==> config.mk <==
export PLATFORM = sky130hd
export DESIGN_NAME = boolean_sweep_ctrl
export DESIGN_NICKNAME = d
export VERILOG_FILES = /design/src/rtl/boolean_pkg.sv /design/src/rtl/boolean_sweep_ctrl_settle_timer.sv /design/src/rtl/boolean_sweep_ctrl.sv
export SDC_FILE = /design/constraint.sdc
export NUM_CORES = 1
export LEC_CHECK = 0
export ABC_CLOCK_PERIOD_IN_PS = 2240
export CAP_MARGIN = 20
export CORE_UTILIZATION = 43
export CTS_CLUSTER_SIZE = 25
export DETAILED_ROUTE_END_ITERATION = 6
export HOLD_SLACK_MARGIN = 0.06
export PLACE_DENSITY = 0.71
export SYNTH_ARGS = -nofsm -noshare
export SYNTH_HDL_FRONTEND = slang
export SYNTH_SLANG_ARGS = --single-unit
==> constraint.sdc <==
create_clock -name clk -period 2.24 [get_ports clk]
set_input_delay 0.336 -clock clk [delete_from_list [all_inputs] [get_ports clk]]
set_output_delay 0.336 -clock clk [all_outputs]
set_load 0.01 [all_outputs]
==> src/rtl/boolean_pkg.sv <==
// Shared types and sizing for the boolean truth-table sweep controller.
// Pure declarations; no logic, no latency, no flow control.
package boolean_pkg;

    typedef enum logic [1:0] {
        ST_IDLE   = 2'd0,
        ST_SETTLE = 2'd1,
        ST_SAMPLE = 2'd2,
        ST_DONE   = 2'd3
    } state_t;

    localparam int NUM_VEC    = 8;
    localparam int VEC_W      = $clog2(NUM_VEC);
    localparam int SETTLE_MAX = 15;
    localparam int CNT_W      = $clog2(SETTLE_MAX + 1);

endpackage

==> src/rtl/boolean_sweep_ctrl_settle_timer.sv <==
// Settle counter: clears on load, counts while enabled, flags cnt==term.
// Flag is combinational from the count register; no backpressure.
module settle_timer #(
    parameter int CNT_W = 4
) (
    input  logic             clk,
    input  logic             rst,
    input  logic             load,
    input  logic             en,
    input  logic [CNT_W-1:0] term,
    output logic             tc
);

    logic [CNT_W-1:0] r_cnt;

    always_ff @(posedge clk) begin
        if (rst || load) begin
            r_cnt <= '0;
        end else if (en) begin
            r_cnt <= r_cnt + CNT_W'(1);
        end
    end

    assign tc = (r_cnt == term);

endmodule

==> src/rtl/boolean_sweep_ctrl.sv <==
// Drives all 8 input vectors of an external 3-input boolean block and captures its truth table.
// Sweep takes 8*(SETTLE_CYC+1) cycles plus one DONE cycle; start ignored while busy, abort cancels.
module boolean_sweep_ctrl
    import boolean_pkg::*;
#(
    parameter int SETTLE_CYC = 2
) (
    input  logic       clk,
    input  logic       rst,
    input  logic       start,
    input  logic       abort,
    input  logic [7:0] expect_i,
    input  logic       d_i,
    output logic       a_o,
    output logic       b_o,
    output logic       c_o,
    output logic       busy,
    output logic       done,
    output logic [7:0] table_o,
    output logic       table_valid,
    output logic       match_o
);

    localparam logic [CNT_W-1:0] TERM    = CNT_W'(SETTLE_CYC - 1);
    localparam logic [VEC_W-1:0] LAST_IX = VEC_W'(NUM_VEC - 1);

    state_t               r_state, w_state_nxt;
    logic [VEC_W-1:0]     r_idx, w_idx_nxt;
    logic [VEC_W-1:0]     r_vec, w_vec_nxt;
    logic [NUM_VEC-1:0]   r_table, w_table_nxt;
    logic                 r_tv, w_tv_nxt;
    logic                 r_match, w_match_nxt;
    logic                 r_done, w_done_nxt;
    logic                 r_busy;
    logic                 w_tmr_load, w_tmr_en, w_tmr_tc;

    // Timer restarts on every entry into SETTLE (sweep start or after each sample).
    assign w_tmr_load = ((r_state == ST_IDLE) && start) || (r_state == ST_SAMPLE);
    assign w_tmr_en   = (r_state == ST_SETTLE);

    settle_timer #(
        .CNT_W (CNT_W)
    ) u_settle_timer (
        .clk  (clk),
        .rst  (rst),
        .load (w_tmr_load),
        .en   (w_tmr_en),
        .term (TERM),
        .tc   (w_tmr_tc)
    );

    always_comb begin
        w_state_nxt = r_state;
        w_idx_nxt   = r_idx;
        w_vec_nxt   = r_vec;
        w_table_nxt = r_table;
        w_tv_nxt    = r_tv;
        w_match_nxt = r_match;
        w_done_nxt  = 1'b0;
        case (r_state)
            ST_IDLE: begin
                if (start) begin
                    w_state_nxt = ST_SETTLE;
                    w_idx_nxt   = '0;
                    w_vec_nxt   = '0;
                    w_tv_nxt    = 1'b0;
                    w_match_nxt = 1'b0;
                end
            end
            ST_SETTLE: begin
                if (abort) begin
                    w_state_nxt = ST_IDLE;
                end else if (w_tmr_tc) begin
                    w_state_nxt = ST_SAMPLE;
                end
            end
            ST_SAMPLE: begin
                if (abort) begin
                    w_state_nxt = ST_IDLE;
                end else begin
                    w_table_nxt[r_idx] = d_i;
                    if (r_idx == LAST_IX) begin
                        w_state_nxt = ST_DONE;
                        w_done_nxt  = 1'b1;
                    end else begin
                        w_state_nxt = ST_SETTLE;
                        w_idx_nxt   = r_idx + VEC_W'(1);
                        w_vec_nxt   = r_idx + VEC_W'(1);
                    end
                end
            end
            ST_DONE: begin
                w_state_nxt = ST_IDLE;
                w_tv_nxt    = 1'b1;
                w_match_nxt = (r_table == expect_i);
            end
            default: begin
                w_state_nxt = ST_IDLE;
            end
        endcase
    end

    always_ff @(posedge clk) begin
        if (rst) begin
            r_state <= ST_IDLE;
            r_idx   <= '0;
            r_vec   <= '0;
            r_table <= '0;
            r_tv    <= 1'b0;
            r_match <= 1'b0;
            r_done  <= 1'b0;
            r_busy  <= 1'b0;
        end else begin
            r_state <= w_state_nxt;
            r_idx   <= w_idx_nxt;
            r_vec   <= w_vec_nxt;
            r_table <= w_table_nxt;
            r_tv    <= w_tv_nxt;
            r_match <= w_match_nxt;
            r_done  <= w_done_nxt;
            r_busy  <= (w_state_nxt != ST_IDLE);
        end
    end

    assign a_o         = r_vec[2];
    assign b_o         = r_vec[1];
    assign c_o         = r_vec[0];
    assign busy        = r_busy;
    assign done        = r_done;
    assign table_o     = r_table;
    assign table_valid = r_tv;
    assign match_o     = r_match;

endmodule

Yosys cells after proc, flatten, opt, wreduce, memory -nomap -nowiden
Index checks and enable logic that the tools add are counted.
{"block": "totals", "wordCells": 52, "ff_bits": 21, "in_bits": 13, "out_inout_bits": 15}
{"block": "op_classes", "add_sub_neg": 2, "n_bitwise": 2, "n_reduce_logical": 12, "n_lt_le_gt_ge": 2, "muxes": 17, "n_eq_ne": 9}
{"operator": "2-to-1 mux 2 bit", "n": 5}
{"operator": "2-to-1 mux 3 bit", "n": 3}
{"operator": "bitwise mux 8 bit", "n": 1}
{"operator": "== test 8 bit", "n": 1}
{"operator": "case mux 2 bit (4 select lines)", "n": 1}
{"operator": "!= test 2 bit (second input constant)", "n": 3}
{"operator": "case mux 3 bit (2 select lines)", "n": 1}
{"operator": "nonzero test 2 bit", "n": 3}
{"operator": "adder 4 x 1 -> 4 bit (second input constant)", "n": 1}
{"operator": "== test 2 bit (second input constant)", "n": 2}
{"operator": "== test 4 x 1 -> 1 bit (second input constant)", "n": 1}
{"operator": "less-than comparator 3 x 4 -> 1 bit (second input constant)", "n": 1}
{"operator": "case mux 1 bit (2 select lines)", "n": 2}
{"operator": "AND reduction 2 bit", "n": 2}
{"operator": "AND reduction 4 bit", "n": 1}
{"operator": "adder 3 x 1 -> 3 bit (second input constant)", "n": 1}
{"operator": "demux 1 bit (select 3 bit)", "n": 1}
{"operator": "== test 3 bit (second input constant)", "n": 1}
{"operator": "greater-or-equal comparator 3 x 1 -> 1 bit (second input constant)", "n": 1}
{"operator": "2-to-1 mux 1 bit", "n": 3}
{"operator": "OR reduction 3 bit", "n": 1}
{"operator": "== test 2 x 1 -> 1 bit (second input constant)", "n": 1}
{"operator": "logical AND 1 bit", "n": 2}
{"operator": "logical NOT 2 bit", "n": 1}
{"operator": "2 further kinds", "n": 4}

Logic depth before layout (Yosys ltp)
{"block": "depth", "ltp_word": 5, "mapped_depth": 5, "ltp_nobuf": 5}

By module
Synthesis repeated with hierarchy kept, for this count alone.
{"block": "unflattened", "cells_unflattened": 129, "area_unflattened_um2": 1143.6}
{"module": "boolean_sweep_ctrl", "area_each_um2": 924.6, "cells_each": 107, "seq_area_each_um2": 340.3, "n_inst": 1}
{"module": "settle_timer", "area_each_um2": 219.0, "cells_each": 22, "seq_area_each_um2": 80.1, "n_inst": 1}

Least setup slack after synthesis
Ideal clock, no wire load.
{"block": "synth_path", "kind": "register to register", "startpoint": "register r_vec[1] (netlist name)", "endpoint": "register r_vec[0]", "t_arrival_ns": 1.646, "stages_incl_launch_ff": 6, "period_less_slack_ns": 1.716, "required_time_ns": 2.170, "slack_ns": 0.524, "path_buffers": 0, "setup_ns": 0.070, "path_cell_list": "dfxtp_1 ha_1 ha_1 or4b_4 or2_1 a21oi_1"}
{"element": "end signal: assignment", "line": "boolean_sweep_ctrl.sv:116", "rtl": "r_vec <= w_vec_nxt;"}
{"element": "end: declaration", "line": "boolean_sweep_ctrl.sv:29", "rtl": "logic [VEC_W-1:0] r_vec, w_vec_nxt;"}

==> Implementation_results.wiki <==
{| class="wikitable"
! Metric !! Value
|-
| Synth warnings || 0
|-
| Run status || completed
|-
| Drt total wl || 2550 um
|-
| Post-placement setup slack || 0.401 ns
|-
| Met2 usage in global routing || 0.375
|-
| Reg-to-Reg Start || r_vec[0]$_SDFFE_PP0P_
|-
| Largest incremental delay on the critical path || 0.54 ns
|-
| Dominant cell by count in the synthesized netlist || dfxtp_1
|-
| Synthesized netlist net count || 149
|-
| Post-DR wirelength/cell || 13.8 um
|-
| VDD IR max || 0.251 mV
|-
| Peak clock frequency supported by timing || 531 MHz
|-
| Met1 demand-to-capacity share in global routing || 0.207
|-
| Initial antenna violation count || 0
|-
| Layout Area Growth over Synthesis || 27.1%
|-
| Combined area of the multi-input logic cells || 667 um2
|-
| Number of H-tree levels || 1
|-
| Die span in y || 53.4 um
|-
| Total stage count of the critical path || 5
|-
| Routability Congestion || 0.857
|-
| DR vias/cell || 5.64
|-
| Arr. time, crit path || 2.13 ns
|-
| Post-Synthesis Mean Instance Area || 8.62 um2
|-
| Effective utilization at floorplan || 0.459
|-
| DRC violation total after the first TritonRoute iteration || 7
|-
| Type of the worst setup path || flop to flop
|-
| Most instantiated cells after synthesis || dfxtp_1 (21), a21oi_1 (15), nand3_1 (13), o21ai_0 (9), clkbuf_1 (8)
|-
| Total die area || 2850 um2
|-
| Num CTS Buffers || 3
|-
| Area used by sequential logic in the layout || 420 um2
|-
| Drt drc || 0
|-
| Number of top-level design ports || 28
|-
| Relative slew slack || 0.566
|-
| Final period utilization || 0.841
|-
| N_diodes || 0
|-
| Maximum number of pins on one net before global-route repair || 22
|-
| Largest fanout of any net on the critical path || 14
|-
| Core area || 2480 um2
|-
| Nature of the critical path startpoint || flop
|-
| Crit path cell chain || ha_1, ha_1, or4b_4, or2_1, a21oi_1
|-
| Setup-failing EPs final || 0
|-
| Critical R2R Capture || r_vec[0]$_SDFFE_PP0P_
|-
| Setup crit end kind || flop
|-
| Minimum setup slack in the final design || 0.356 ns
|-
| Via count || 1044
|-
| GR peak layer || met2
|-
| Minimum clock period after layout || 1.88 ns
|-
| Clock slew at reported path FFs || 0.12 ns
|-
| Post-CTS sizing || 0
|-
| Required @ worst endpoint || 2.48 ns
|-
| Static leakage power || 0.000470 uW
|-
| Hold violation total from the final report || 0
|-
| Filler Cells Inserted || 233
|-
| Total track usage || 0.195
|-
| Setup Total Neg Slack || 0 ns
|-
| Share of post-route cells with drive strength above 1 || 0.0903
|-
| Endpoint of the worst hold path || table_o[7]$_SDFFE_PP0P_
|-
| Cell mode on critical path || ha_1
|-
| Leading cell types by total area after synthesis || dfxtp_1 (37%), a21oi_1 (6.6%), nand3_1 (5.7%)
|-
| Class of the worst hold path || flop to flop
|-
| Number of setup buffers added after CTS || 0
|-
| Die outline width || 53.4 um
|-
| Global routing usage on met3 || 0.0259
|-
| Count of mapped cells out of synthesis || 132
|-
| Synth Flop Type || dfxtp_1
|-
| Setup slack, reg-to-reg || 0.36 ns
|-
| Seq/Total Area, Yosys || 0.370
|-
| Unrepaired setup endpoints after global routing || false
|-
| Distinct cells, synth || 37
|-
| Pwr/cell area || 444 nW/um2
|-
| Vias in the first global route || 950
|-
| Worst hold slack || 0.514 ns
|-
| Clock root cell || clkbuf_4
|-
| CP max stage cell || or4b_4
|-
| Depth of the worst register-to-register path || 5
|-
| Number of buffers inserted by port buffering || 27
|-
| Count of TritonRoute iterations in the first routing pass || 5
|-
| Synth Cell Area || 1140 um2
|-
| Later-pin clock latency in the skew report || 0.30 ns
|-
| Biggest area consumer among synthesized cells || dfxtp_1
|-
| Post-cts hold buffer count || 0
|-
| Worst clock skew || 0.00181 ns
|-
| Crit path max-delay family || simple AND/OR/NAND/NOR gates
|-
| Post-synth top area share || 0.370
|-
| Share of synthesized flip-flops with an asynchronous set or reset || 0
|-
| Number of buffer and inverter stages on the critical path || 0
|-
| Final slew viol count || 0
|-
| Maximum capacitance violations || 0
|-
| Clock Tree Buf Depth || 2
|-
| Launch point of the worst hold path || table_o[7]$_SDFFE_PP0P_
|-
| Count of flip-flops with a built-in enable after synthesis || 0
|-
| Cell depth of the worst min-delay path || 2
|-
| Number of antenna-violating nets in the routed design || 0
|-
| Seq cells post-synth || 21
|-
| Final nets || 173
|-
| Actual transition at the worst max-transition pin || 0.651 ns
|-
| Placement Rows || 18
|-
| Clock tree from TritonCTS || built
|-
| GRT Residual Overflow || 0
|-
| DPL Wire Length || 1880 um
|-
| Clk sink count || 21
|-
| Wire length of the first global-routing pass || 4020 um
|}
==> per-stage QoR <==
| step | cell area, um2 | util | power (uW) | instances |
|---|---|---|---|---|
| 5_1_grt | 1450 | 0.583 | 665 | 185 |
| 3_5_place_dp | 1420 | 0.572 | 467 | 181 |
| 4_1_cts | 1450 | 0.583 | 652 | 185 |
| 3_3_place_gp | 1420 | 0.572 | 465 | 181 |
| 6_report | 1450 | 0.583 | 642 | 185 |
| 2_1_floorplan | 1140 | - | 432 | 132 |
==> kinds of logic after synthesis <==
kind of cell	after synthesis	synth area share
adder cells (fa/ha/maj)	4	0.0440
buffers and inverters	12	0.0440
AND/OR/NAND/NOR	53	0.312
XOR/XNOR	8	0.0616
flip-flops	21	0.370
AO/OA/AOI/OAI	34	0.168
==> state kept, by name, indices dropped and copies added (netlist names) <==
signal,count
table_o,8
u_settle_timer.r_cnt,4
r_vec,3
r_state,2
busy,1
done,1
match_o,1
table_valid,1
==> worst max path at each step <==
stage,start,endpoint
finish,r_vec[0]$_SDFFE_PP0P_,r_vec[0]$_SDFFE_PP0P_
global route,r_vec[0]$_SDFFE_PP0P_,r_vec[0]$_SDFFE_PP0P_
CTS,r_vec[0]$_SDFFE_PP0P_,r_vec[0]$_SDFFE_PP0P_
detailed placement,r_vec[0]$_SDFFE_PP0P_,r_vec[0]$_SDFFE_PP0P_
global placement,r_vec[0]$_SDFFE_PP0P_,r_vec[0]$_SDFFE_PP0P_
floorplan,r_vec[1]$_SDFFE_PP0P_,r_vec[0]$_SDFFE_PP0P_
==> routing by layer <==
metal | up-vias | share of wire
li1 | 526 | -
met1 | 501 | 0.45
met2 | 15 | 0.52
met3 | 2 | 0.022
met4 | 0 | 0.0075
met5 | - | 0
==> layout by cell type (no fill, tap or decap), types with 3 or more instances in the layout <==
master and instances:
clkdlybuf4s50_1 27, dfxtp_1 21, a21oi_1 15, nand3_1 13, o21ai_0 9, nand2b_1 7
xnor2_1 7, nor2_1 4, ha_1 4, o31ai_1 3, nor2b_1 3, or3b_2 3
nand4_1 3, a31oi_1 3, clkbuf_4 3
==> final cells by class <==
type / count / share of cell area
multi-input combinational: 99 / 0.461
clock inverter: 1 / 0.00346
clock buffer: 3 / 0.0156
inverter: 2 / 0.00519
tap: 30 / 0.0260
timing repair buffer: 29 / 0.197
sequential: 21 / 0.291
==> power breakdown <==
group	switching, uW	total [uW]	internal, uW
Clock	117	184	66.5
Sequential	10.2	388	378
Combinational	29.0	70.2	41.2
Total	157	642	486
==> tightest hold or removal path, cell delays in order, from the launching register on <==
cell and delay, ns:
dfxtp_1 0.35, o21ai_0 0.07, a21oi_1 0.06
Note: power is estimated with default switching activity, not from simulation.
